--- src/rtl/sprite_attr_bus_arbiter.sv ---
// sprite_attr_bus_arbiter
// Two-client arbiter for the shared sprite-attribute bus. For each request it
// enables exactly one sprite register block, waits for the bus to settle,
// captures width/height/animSteps, then returns them with a done pulse.
// A GAP state after every transaction keeps oe all-low for at least one cycle
// between owners, so no two register blocks ever drive the bus together.
//
// Optional build macro: SPRITE_ARB_CACHE_EN adds a one-entry attribute cache
// and the cacheFlush input. A cache hit skips the bus and finishes at T1.
//
// Handshake: a requester raises reqN with a stable idxN and holds it until it
// sees doneN. doneN is a one-cycle pulse, and attr*/idxErr are valid in that
// cycle. attr* then hold their value until the next done.
module sprite_attr_bus_arbiter #(
    parameter int NUM_SPRITES   = 8,
    parameter int IDX_W         = 3,
    parameter int SETTLE_CYCLES = 1
) (
    input  logic                   clock,
    input  logic                   resetn,
    input  logic                   req0,
    input  logic [IDX_W-1:0]       idx0,
    input  logic                   req1,
    input  logic [IDX_W-1:0]       idx1,
    input  logic [5:0]             busWidth,
    input  logic [5:0]             busHeight,
    input  logic [2:0]             busAnimSteps,
`ifdef SPRITE_ARB_CACHE_EN
    input  logic                   cacheFlush,
`endif
    output logic [NUM_SPRITES-1:0] oe,
    output logic                   done0,
    output logic                   done1,
    output logic [5:0]             attrWidth,
    output logic [5:0]             attrHeight,
    output logic [2:0]             attrAnimSteps,
    output logic                   idxErr,
    output logic                   busy
);

    typedef enum logic [1:0] {
        S_IDLE    = 2'd0,
        S_DRIVE   = 2'd1,
        S_CAPTURE = 2'd2,
        S_GAP     = 2'd3
    } state_e;

    // Widened sprite count so an out-of-range index can be detected at any IDX_W.
    localparam logic [IDX_W:0] NUM_W = (IDX_W+1)'(NUM_SPRITES);

    state_e                 state_q;
    logic [2:0]             cnt_q;
    logic                   gnt_id_q;
    logic                   last_gnt_q;
    logic                   err_q;
    logic [NUM_SPRITES-1:0] oe_q;
    logic                   done0_q;
    logic                   done1_q;
    logic                   idx_err_q;
    logic [14:0]            attr_q;

    logic                   pick1;
    logic [IDX_W-1:0]       sel_idx;
    logic                   sel_err;
    logic [NUM_SPRITES-1:0] sel_oe;
    logic                   cache_hit;

`ifdef SPRITE_ARB_CACHE_EN
    logic                   cache_valid_q;
    logic [IDX_W-1:0]       cache_idx_q;
    logic [14:0]            cache_attr_q;
    logic [IDX_W-1:0]       gnt_idx_q;
`endif

    // Grant decode in IDLE: single requester wins outright, a tie goes to the
    // requester that was not granted last time.
    always_comb begin
        pick1   = req1 && (!req0 || !last_gnt_q);
        sel_idx = pick1 ? idx1 : idx0;
        sel_err = ({1'b0, sel_idx} >= NUM_W);
        sel_oe  = '0;
        for (int i = 0; i < NUM_SPRITES; i++) begin
            if (sel_idx == IDX_W'(i)) begin
                sel_oe[i] = 1'b1;
            end
        end
`ifdef SPRITE_ARB_CACHE_EN
        cache_hit = cache_valid_q && (sel_idx == cache_idx_q);
`else
        cache_hit = 1'b0;
`endif
    end

    // Transaction FSM with registered oe, done, idxErr and captured attributes.
    always_ff @(posedge clock or negedge resetn) begin
        if (!resetn) begin
            state_q    <= S_IDLE;
            cnt_q      <= '0;
            gnt_id_q   <= 1'b0;
            last_gnt_q <= 1'b1;
            err_q      <= 1'b0;
            oe_q       <= '0;
            done0_q    <= 1'b0;
            done1_q    <= 1'b0;
            idx_err_q  <= 1'b0;
            attr_q     <= '0;
`ifdef SPRITE_ARB_CACHE_EN
            cache_valid_q <= 1'b0;
            cache_idx_q   <= '0;
            cache_attr_q  <= '0;
            gnt_idx_q     <= '0;
`endif
        end else begin
            done0_q   <= 1'b0;
            done1_q   <= 1'b0;
            idx_err_q <= 1'b0;
            case (state_q)
                S_IDLE: begin
                    if (req0 || req1) begin
                        gnt_id_q   <= pick1;
                        last_gnt_q <= pick1;
                        err_q      <= sel_err;
                        cnt_q      <= '0;
`ifdef SPRITE_ARB_CACHE_EN
                        gnt_idx_q  <= sel_idx;
`endif
                        if (cache_hit) begin
                            // Served from the cache: bus untouched, done at T1.
`ifdef SPRITE_ARB_CACHE_EN
                            attr_q  <= cache_attr_q;
`endif
                            done0_q <= !pick1;
                            done1_q <= pick1;
                            state_q <= S_GAP;
                        end else begin
                            // Out-of-range indices match no oe bit, so oe stays 0.
                            oe_q    <= sel_oe;
                            state_q <= S_DRIVE;
                        end
                    end
                end
                S_DRIVE: begin
                    if (cnt_q == 3'(SETTLE_CYCLES - 1)) begin
                        state_q <= S_CAPTURE;
                    end else begin
                        cnt_q <= cnt_q + 3'd1;
                    end
                end
                S_CAPTURE: begin
                    attr_q    <= err_q ? 15'd0 : {busWidth, busHeight, busAnimSteps};
                    oe_q      <= '0;
                    done0_q   <= !gnt_id_q;
                    done1_q   <= gnt_id_q;
                    idx_err_q <= err_q;
                    state_q   <= S_GAP;
`ifdef SPRITE_ARB_CACHE_EN
                    if (!err_q) begin
                        cache_valid_q <= 1'b1;
                        cache_idx_q   <= gnt_idx_q;
                        cache_attr_q  <= {busWidth, busHeight, busAnimSteps};
                    end
`endif
                end
                default: begin
                    // GAP: oe already low; no grant here, back to IDLE.
                    state_q <= S_IDLE;
                end
            endcase
`ifdef SPRITE_ARB_CACHE_EN
            // Flush overrides a fill in the same cycle.
            if (cacheFlush) begin
                cache_valid_q <= 1'b0;
            end
`endif
        end
    end

    assign oe            = oe_q;
    assign done0         = done0_q;
    assign done1         = done1_q;
    assign idxErr        = idx_err_q;
    assign attrWidth     = attr_q[14:9];
    assign attrHeight    = attr_q[8:3];
    assign attrAnimSteps = attr_q[2:0];
    assign busy          = (state_q != S_IDLE);

endmodule

--- config.mk ---
export PLATFORM = sky130hd
export DESIGN_NAME = sprite_attr_bus_arbiter
export DESIGN_NICKNAME = d
export VERILOG_FILES = /design/src/rtl/sprite_attr_bus_arbiter.sv
export SDC_FILE = /design/constraint.sdc
export NUM_CORES = 1
export LEC_CHECK = 0
export BUFFER_PORTS_ARGS = -buffer_cell sky130_fd_sc_hd__buf_2
export CORE_MARGIN = 2
export CORE_UTILIZATION = 44
export DETAILED_ROUTE_END_ITERATION = 6
export MAX_ROUTING_LAYER = met4
export PLACE_DENSITY = 0.85
export SLEW_MARGIN = 20
export SYNTH_ARGS = -nofsm -noshare
export SYNTH_HDL_FRONTEND = slang
export SYNTH_SLANG_ARGS = --single-unit
--- constraint.sdc ---
create_clock -name clock -period 1.6 [get_ports clock]
set_clock_uncertainty 0.1 [all_clocks]
set_input_delay 0.32 -clock clock [delete_from_list [all_inputs] [get_ports clock]]
set_output_delay 0.32 -clock clock [all_outputs]
set_load 0.005 [all_outputs]
==> metrics.md, run 1 <==
| Metric | Value |
|---|---|
| Status | finished, violations left |
| Violated checks | negative setup slack |
| Synth cell types | 31 |
| CP Data Required Time | 1.74 ns |
| Layout area overhead | 51.2% |
| Min Hold Slack | 0.113 ns |
| Num CTS Buffers | 5 |
| Synth Cell Area | 1520 um2 |
| Critical Path Fanout Max | 8 |
| Mapped Cells | approximately 120 |
| Arrival @ worst endpoint | 1.83 ns |
| Total number of vias | 1277 |
| RSZ-0062 raised after global routing | yes |
| Most frequent cells in the layout | 49 x buf_2, 31 x dfrtp_1, 20 x mux2_2 |
| Rows | 21 |
| Average routed wire per standard cell | between 15 and 20 um |
| First-pass GRT wire length | 6010 um |
| CP max stage delay | ~0.45 ns |
| Setup TNS | -0.544 ns |
| Final WS setup | -0.0916 ns |
| DP Cell Count | 228 |
| Cell Chain, Critical Path | inv_2, ha_4, inv_2, or3_4, o41ai_2 |
| Core ar. | 3310 um2 |
| Vias in the first global route | 1328 |
| Grt total ovfl | 0 |
| Largest net degree at the start of global routing | 20 |
| Final WL | 3670 um |
| Setup crit end kind | register |
| Final period utilization | 106% |
| # diodes | 0 |
| Synth warn | 0 |
| Fmax achieved | 591 MHz |
| Total GRT Usage | 20.0% |
| CP dominant cell by count | inv_2 |
| Worst vdd ir | ~1.1 mV |
| Remaining DRCs | 0 |
| Most common cell after layout, fill and taps aside | buf_2 |
| Final Hold Viols | 0 |
| PwrDens | 1710 nW/um2 |
| Critical Path Slowest Stage Cell | or3_4 |
| Port Buffer Count | 50 |
| Bufs on Longest Clock Path | 2 |
| Routability cong. | 0.877 |
| Final instance area | about 2300 um2 |
| H-Tree Level Count | 2 |
| DP HPWL | 2520 um |
| Horiz. Die Dim | 62.7 um |
| Seq cells post-synth | 32 |
| Overall die height | 62.7 um |
| Synth Area per Inst | 12.4 um2 |
| Initial DRC Count | 43 |
| Starting Density | 45.8% |
| Pleak | 0.00112 uW |
| Seq/Total Area, Yosys | 52.9% |
| Syn_nets | ~150 |
| Pre-CTS setup slack | -0.173 ns |
| Root buffer cell | clkbuf_4 |
| 1st-pass router iterations | 4 |
| Count of final max-slew check failures | 0 |
| Final antenna-violating net count | 0 |
| Initial antenna violation count | 0 |
| Setup Viol. Count Final | 10 |
| Vias/cell | 5.28 |
| NumNets Final | 226 |
| Clock sink count | 32 |
| Latest clock arrival within the worst-skew pair | 0.33 ns |
| Share of layout cells above drive strength 1 | 66.3% |
| Max cap viols | 0 |
| HP Class | primary input to register |
| Crit path time final | 1.69 ns |
| CP Class | register to register |
| CTS tree | yes |
| Io pins | 52 |
| Die area | 3930 um2 |
| Final non-filler cell total | 242 |
| Clock slew at reported path FFs | 0.10 ns |
| Startpoint Class | register |
| Placed Area | 1950 um2 |
sequential cells by signal (all words and copies together) (netlist names):
| name | count |
|---|---|
| gnt_id_q | 1 |
| done1 | 1 |
| done0 | 1 |
| attr_q | 15 |
| cnt_q | 3 |
| state_q | 2 |
| oe | 8 |
| last_gnt_q | 1 |
path summary, 6_finish.rpt:
check | from | to | slack [ns] | depth (start not counted)
setup / recovery | state_q[0] | oe[2] | -0.09 | 5
hold / removal | busHeight[5] | attr_q[8] | 0.11 | 2
setup reg to reg | state_q[0] | oe[2] | -0.09 | 5
min in group asynchronous | resetn | gnt_id_q | 0.33 | 2
max in group asynchronous | resetn | cnt_q[0] | 0.65 | 3
hold reg to reg | gnt_id_q | done0 | 0.37 | 1
critical path: cells and delay by family, from the launching register on:
family,cells,cell delay (ns)
compound gates,1,0.35
fa+ha+maj,1,0.15
flops,1,0.40
buf+inv,2,0.14
simple gates,1,0.45
metal layers:
layer	up-vias	GRT usage [%]	wire length (um)
met5	-	-	0
met4	0	4.72	28
met3	4	6.31	198
met2	49	35.3	1980
met1	629	22.0	1460
li1	595	-	-
stage by stage:
stage	power, uW	utilization (%)
2_1_floorplan	2180	-
3_3_place_gp	2740	58.9
3_5_place_dp	2850	58.9
4_1_cts	3640	63.6
5_1_grt	4180	69.3
6_report	3910	69.3
timing repair:
action                                  4_1_cts  5_1_grt
gates resized for setup                       9       34
hold endpoints to repair                     14        0
buffers inserted                              0        5
hold buffers                                  1        0
endpoints found under the setup margin       14       14
pin swaps                                     2       11
kinds of logic after synthesis:
kind of cell | synth area share, %
and+or+nand+nor | 5.86
muxes | 16.8
adders and majority gates | 4.95
AOI/OAI and AO/OA | 14.5
buffers and inverters | 4.70
other | 0.247
DFF | 52.9
cells in the mapped netlist, drive strengths merged:
master	n	area, um2
a21boi	1	18.8
a21oi	3	15.0
a22o	1	8.76
a31oi	2	12.5
and2	2	12.5
buf	5	36.3
clkbuf	2	8.75
conb	1	3.75
dfrtp	31	776
dfstp	1	26.3
ha	6	75.1
inv	7	26.3
mux2	20	225
mux2i	3	30.0
nand2	3	11.3
nand2b	1	6.26
nand3	1	5.00
nor2	3	11.3
nor2b	1	6.26
nor3b	1	12.5
o21ai	12	60.1
o221a	1	11.3
o22ai	1	6.26
o311ai	1	8.76
o32ai	1	8.76
o41ai	8	70.1
or3	1	6.26
or3b	2	17.5
area by class of cell:
type,count,area [um2]
fill,246,1020
multi-input combinational,76,821
sequential,32,802
timing repair buffer,73,492
clock buffer,7,65.1
tap,46,57.6
clock inverter,1,30.0
inverter,7,26.3
power breakdown:
group	switching (uW)	internal [uW]	total, uW	leakage, uW
clock	280	415	695	0.0000515
combinational	843	1070	1910	0.000667
sequential	174	1130	1310	0.000401
total	1300	2620	3910	0.00112
No activity file was read; power rests on OpenSTA's default activity.
==> run 2, diff against run 1 <==
Settings changed: PLACE_DENSITY 0.85 to unset, PLACE_DENSITY_LB_ADDON set to 0.1.
==> run 2 against run 1 <==
  * Sequential cell count unchanged
  * Non-clock buffer count is 9 higher
  * Worst setup slack better by 0.039 ns
  * Combinational power up 8%
  * Count of clock-buffer cells in the layout fell by 2
  * Die area stayed put
  * Worst hold slack improved by 0.011 ns
  * Register-to-register slack improved by 0.04 ns
  * Critical path type unchanged
  * Sequential power hardly changed
  * Critical path depth is 1 lower
  * Global-route usage shrank 1.1 points
  * The flow still finishes with violations (negative setup slack)
  * Critical endpoint is now oe[3]
  * Largest cell class unchanged
  * Cell count grew 3.7%
==> metrics.md, run 2 (synthesis results as in run 1) <==
| Metric | Value |
|---|---|
| Setup Viol. Count Final | 10 (unchanged) |
| Sequential power share | 33.9% (+0.5 points) |
| CP Class | register to register |
| Core ar. | 3310 um2 (unchanged) |
| Starting Density | 45.8% (unchanged) |
| Critical Path Slowest Stage Cell | or3_4 |
| Count of final max-slew check failures | 0 (unchanged) |
| Cell Chain, Critical Path | inv_2, ha_2, or3_4, o41ai_4 |
| Pre-CTS setup slack | -0.175 ns (-0.00198 ns) |
| Vias/cell | 5.14 (-2.7%) |
| Pleak | 0.00116 uW (+3.7%) |
| Root buffer cell | clkbuf_4 |
| Violated checks | negative setup slack |
| Largest Register | attr_q |
| Status | finished, violations left |
| Met3 WL post-DR | 149 um (-25%) |
| Clock share of power | 12.2% (-5.6 points) |
| Worst vdd ir | 0.987 mV (-6.5%) |
| Final WL | 3450 um (-6.1%) |
| Overall die height | 62.7 um (unchanged) |
| Io pins | 52 (unchanged) |
| Logic pwr share | 53.9% (+5.0 points) |
| Final period utilization | 103% (-2.5 points) |
| Remaining DRCs | 0 (unchanged) |
| Share of layout cells above drive strength 1 | 68.8% (+2.5 points) |
| CTS tree | yes |
| Most common cell after layout, fill and taps aside | buf_2 |
| FF-to-FF setup slack | -0.05 ns (+0.04 ns) |
| HP Class | primary input to register |
| Setup crit end kind | register |
| Num CTS Buffers | 5 (unchanged) |
| Met2 WL | 1860 um (-6.3%) |
| Setup TNS | -0.361 ns (+0.183 ns) |
| Worst reg-to-reg path cell count | 4 (-1) |
| Final antenna-violating net count | 0 (unchanged) |
| Horiz. Die Dim | 62.7 um (unchanged) |
| Vias in the first global route | 1232 (-7.2%) |
| Grt total ovfl | 0 (unchanged) |
| RR Startpoint | state_q[0] |
| Die area | 3930 um2 (unchanged) |
| Total GRT Usage | 18.9% (-1.1 points) |
| Worst Hold Depth | 2 (unchanged) |
| Fmax achieved | 605 MHz (+2.4%) |
| CP Data Required Time | 1.72 ns (-0.02 ns) |
| Total number of vias | 1289 (+0.94%) |
| H-Tree Level Count | 2 (unchanged) |
| Largest net degree at the start of global routing | 20 (unchanged) |
| Fillers | 254 (+3.3%) |
| Final WS setup | -0.0523 ns (+0.0393 ns) |
| Arrival @ worst endpoint | 1.78 ns (-0.05 ns) |
| Reg2Reg Capture Point | oe[3] |
| Layout area overhead | 54.2% |
| Routability cong. | 0.815 (-7.1%) |
| Critical Path Fanout Max | 7 (-1) |
| Wl on met1 | 1420 um (-3.0%) |
| Final Hold Viols | 0 (unchanged) |
| Max cap viols | 0 (unchanged) |
| PwrDens | 1630 nW/um2 (-4.3%) |
| Latest clock arrival within the worst-skew pair | 0.32 ns (about the same) |
| Int Pwr | 2500 uW (-4.4%) |
| Top routing layer used | met4 |
| Rows | 21 (unchanged) |
| Final non-filler cell total | 251 (+3.7%) |
| Initial DRC Count | 29 (-33%) |
| Most frequent cells in the layout | 49 x buf_2, 31 x dfrtp_1, 20 x buf_4 |
| Min Hold Slack | 0.123 ns (+0.0107 ns) |
| DP Cell Count | 229 (+0.44%) |
| Startpoint Class | register |
| Average routed wire per standard cell | 13.7 um (-9.5%) |
| Bufs on Longest Clock Path | 2 (unchanged) |
| RSZ-0062 raised after global routing | yes |
| Hold wc startpoint | busWidth[0] |
| Crit path time final | 1.65 ns (-0.0393 ns) |
| Largest register FFs | 15 (unchanged) |
| Hold EP | attr_q[9] |
| Register area | 802 um2 (unchanged) |
| Initial antenna violation count | 0 (unchanged) |
| 1st-pass router iterations | 4 (unchanged) |
| Clock sink count | 32 (unchanged) |
| # diodes | 0 (unchanged) |
| NetSw | 1320 uW (+1.7%) |
| CP max stage delay | 0.46 ns (about the same) |
| Multi-input gate area | 833 um2 (+1.5%) |
| NumNets Final | 235 (+4.0%) |
| DP HPWL | 2450 um (-2.8%) |
| Port Buffer Count | 50 (unchanged) |
| First-pass GRT wire length | 5670 um (-5.6%) |
| Sw Share | 34.5% (+1.4 points) |
| Clock slew at reported path FFs | 0.11 ns (about the same) |
[run 2: worst max-delay path by stage]
stage	from	slack [ns]	end	cells past startpoint
floorplan	state_q[1]	-0.05	oe[1]	6
global placement	state_q[1]	-0.08	oe[2]	5
detailed placement	state_q[1]	-0.18	oe[4]	5
CTS	state_q[0]	-0.07	busy	5
global route	state_q[1]	-0.13	busy	5
finish	state_q[0]	-0.05	oe[3]	4
[run 2: worst max-delay path, delay by kind of cell, from the launching register on]
kind / cells / cell delay, ns
AO/OA/AOI/OAI: 1 / 0.35
buffers and inverters: 1 / 0.07
AND/OR/NAND/NOR: 1 / 0.46
flip-flops: 1 / 0.38
adder cells (fa/ha/maj): 1 / 0.20
[run 2: power by group through the flow]
stage,Combinational (uW),Clock (uW),Sequential (uW)
2_1_floorplan,850,0,1330
3_3_place_gp,1460,0,1290
3_5_place_dp,1500,0,1310
4_1_cts,1720,493,1290
5_1_grt,2230,531,1350
6_report,2060,467,1290
[run 2: area by class of cell]
cell class | count | share of cell area, %
clock inverters | 3 | 1.02
well taps | 46 | 2.46
multi-input cells | 76 | 35.6
inverters | 7 | 1.12
repair buffers | 82 | 23.9
flip-flops and latches | 32 | 34.3
clock buffers | 5 | 1.61
[run 2: timing repair]
| item | in CTS | in global routing |
|---|---|---|
| cloned | 0 | 0 |
| buffers inserted | 4 | 9 |
| pin swaps | 7 | 13 |
| resized for setup | 21 | 29 |
| setup endpoints to repair | 14 | 14 |
| hold buffers | 1 | 0 |
| hold endpoints to repair | 14 | 0 |
[run 2: per-stage QoR]
stage	utilization (%)	total power, uW	instance area (um2)
6_report	70.6	3820	2340
5_1_grt	70.6	4100	2340
4_1_cts	65.3	3510	2160
3_5_place_dp	59.1	2810	1960
3_3_place_gp	59.1	2750	1960
2_1_floorplan	-	2180	1560
[run 2: per-layer routing]
metal,GRT usage (%),up-vias
li1,-,612
met1,21.2,643
met2,33.6,32
met3,4.32,2
met4,5.83,0
met5,-,-
==> run 3, diff against run 2 <==
Settings changed: CORE_UTILIZATION 44 to 49, SETUP_SLACK_MARGIN set to 0.02.
Clock period 1.6 ns to 1.61 ns, I/O delays scaled along.
==> run 3 against run 2 <==
  * The run still ends with negative setup slack left
  * Clock power rose by 32%
  * Critical path depth rose by 1
  * First-iteration DRC count rose by 24%
  * Total power rose by 1.3%
  * Global-route usage rose by 3.8 points
  * Register-to-register slack got worse by 0.07 ns
  * Sequential cell count did not move
  * Design area fell by 3.1%
  * Largest power group unchanged
  * Highest routed layer unchanged
==> metrics.md, run 3 (synthesis results as in run 1) <==
| Metric | Value |
|---|---|
| First-pass GRT wire length | 5700 um (+0.49%) |
| Horiz. Die Dim | 59.6 um (-4.9%) |
| Final period utilization | 107% (+4.0 points) |
| RSZ-0062 raised after global routing | yes |
| Grt total ovfl | 0 (unchanged) |
| Vias in the first global route | 1256 (+1.9%) |
| Starting Density | 50.5% (+4.7 points) |
| Latest clock arrival within the worst-skew pair | 0.34 ns (+0.02 ns) |
| CP max stage delay | 0.39 ns (-0.07 ns) |
| Hold EP | attr_q[6] |
| 1st-pass router iterations | 4 (unchanged) |
| Arrival @ worst endpoint | 1.88 ns (+0.10 ns) |
| Overall die height | 59.6 um (-4.9%) |
| NumNets Final | 231 (-1.7%) |
| FF-to-FF setup slack | -0.12 ns (-0.07 ns) |
| DP HPWL | 2350 um (-3.8%) |
| Root buffer cell | clkbuf_4 |
| Vias/cell | 5.33 (+3.9%) |
| Most frequent cells in the layout | 49 x buf_2, 31 x dfrtp_1, 21 x buf_4 |
| HP Class | primary input to register |
| Layout Utilization | 75.5% (+4.8 points) |
| Final Hold Viols | 0 (unchanged) |
| Core ar. | 3000 um2 (-9.3%) |
| Most common cell after layout, fill and taps aside | buf_2 |
| Final WS setup | -0.117 ns (-0.0651 ns) |
| Clock sink count | 32 (unchanged) |
| Worst reg-to-reg path cell count | 5 (+1) |
| Crit path time final | 1.73 ns (+0.0751 ns) |
| Largest net degree at the start of global routing | 33 (+65%) |
| RR Startpoint | state_q[0] |
| Hold wc startpoint | busHeight[3] |
| Fillers | 191 (-25%) |
| Final WL | 3580 um (+3.9%) |
| Worst vdd ir | 1.36 mV (+37%) |
| Largest Register | attr_q |
| Final instance area | 2270 um2 (-3.1%) |
| Rows | 20 (-4.8%) |
| Final antenna-violating net count | 0 (unchanged) |
| PwrDens | 1710 nW/um2 (+4.6%) |
| Largest register FFs | 15 (unchanged) |
| Io pins | 52 (unchanged) |
| Num CTS Buffers | 5 (unchanged) |
| Share of layout cells above drive strength 1 | 66.7% (-2.1 points) |
| Average routed wire per standard cell | 15.3 um (+11%) |
| Port Buffer Count | 50 (unchanged) |
| Remaining DRCs | 0 (unchanged) |
| CP Data Required Time | 1.76 ns (+0.04 ns) |
| Reg2Reg Capture Point | oe[0] |
| Status | finished, violations left |
| Layout area overhead | 49.4% |
| Total number of vias | 1248 (-3.2%) |
| Die area | 3560 um2 (-9.6%) |
| Total GRT Usage | 22.8% (+3.8 points) |
| Startpoint Class | register |
| Max cap viols | 0 (unchanged) |
| Placed Area | 1990 um2 (+1.5%) |
| # diodes | 0 (unchanged) |
| H-Tree Level Count | 2 (unchanged) |
| Cell Chain, Critical Path | inv_2, ha_2, or3_4, buf_6, o41ai_2 |
| Count of final max-slew check failures | 0 (unchanged) |
| CP Class | register to register |
| Setup crit end kind | register |
| Initial DRC Count | 36 (+24%) |
| CTS tree | yes |
| Final Power | 3870 uW (+1.3%) |
| Worst Hold Depth | 2 (unchanged) |
| Fmax achieved | 579 MHz (-4.3%) |
| Bufs on Longest Clock Path | 2 (unchanged) |
| Routability cong. | 0.806 (-1.2%) |
| Initial antenna violation count | 0 (unchanged) |
| Critical Path Slowest Stage Cell | dfrtp_1 |
| Setup Viol. Count Final | 12 (+2) |
| Critical Path Fanout Max | 8 (+1) |
| Clock slew at reported path FFs | 0.11 ns (about the same) |
| Violated checks | negative setup slack |
| Pleak | 0.00113 uW (-2.7%) |
[run 3: cell types whose count changed in the layout (fill, tap and decap cells not counted), moves of 2 or more]
cell     change
o21ai_2      -3
buf_6        -6
inv_2        -2
mux2i_1      -2
mux2i_2      +2
o21ai_0      +2
[run 3: final cells by class]
type                       instances  area (um2)  area share (%)
multi-input combinational         76         796            35.1
clock buffer                       5        37.5            1.66
sequential                        32         802            35.4
timing repair buffer              78         518            22.9
clock inverter                     3        42.5            1.88
tap                               33        41.3            1.82
inverter                           7        28.8            1.27
[run 3: worst max-delay path by stage]
stage / start / end / depth (start not counted)
finish: state_q[0] / oe[0] / 5
global route: state_q[0] / oe[0] / 5
CTS: state_q[0] / oe[2] / 5
detailed placement: req1 / oe[7] / 5
global placement: req1 / oe[4] / 5
floorplan: state_q[1] / oe[0] / 6
[run 3: what timing repair did]
item	CTS	global route
hold buffers	1	0
endpoints found under the setup margin	14	14
gates cloned	0	0
setup buffers	4	5
endpoints found under the hold margin	31	0
pin swaps	4	4
gates resized for setup	15	17
[run 3: critical path: cells and delay by family, from the launching register on]
kind | cells | cell delay [ns]
compound gates | 1 | 0.30
fa+ha+maj | 1 | 0.22
buf+inv | 2 | 0.23
flops | 1 | 0.39
simple gates | 1 | 0.39
[run 3: power by group]
part / total (uW) / internal (uW) / switching, uW / leakage (uW)
combinational: 1960 / 1130 / 833 / 0.000688
sequential: 1290 / 1130 / 167 / 0.000401
clock: 615 / 323 / 292 / 0.0000412
[run 3: metrics by stage]
step	setup TNS [ns]	hold WS [ns]	setup slack (ns)	instances
final	-0.687	0.107	-0.117	234
after floorplan	-0.112	-0.0736	-0.0237	122
after global routing	-1.40	0.0841	-0.154	234
after global placement	-0.696	0.187	-0.0893	216
after CTS	-0.449	0.0898	-0.0741	229
after detailed placement	-1.13	0.188	-0.122	216
[run 3: layer usage]
metal	track usage [%]	share of wire, %	up-vias
met1	25.9	42	601
met4	6.67	0.89	0
met3	7.21	5.2	5
met5	-	0	-
met2	38.5	52	40
li1	-	-	602
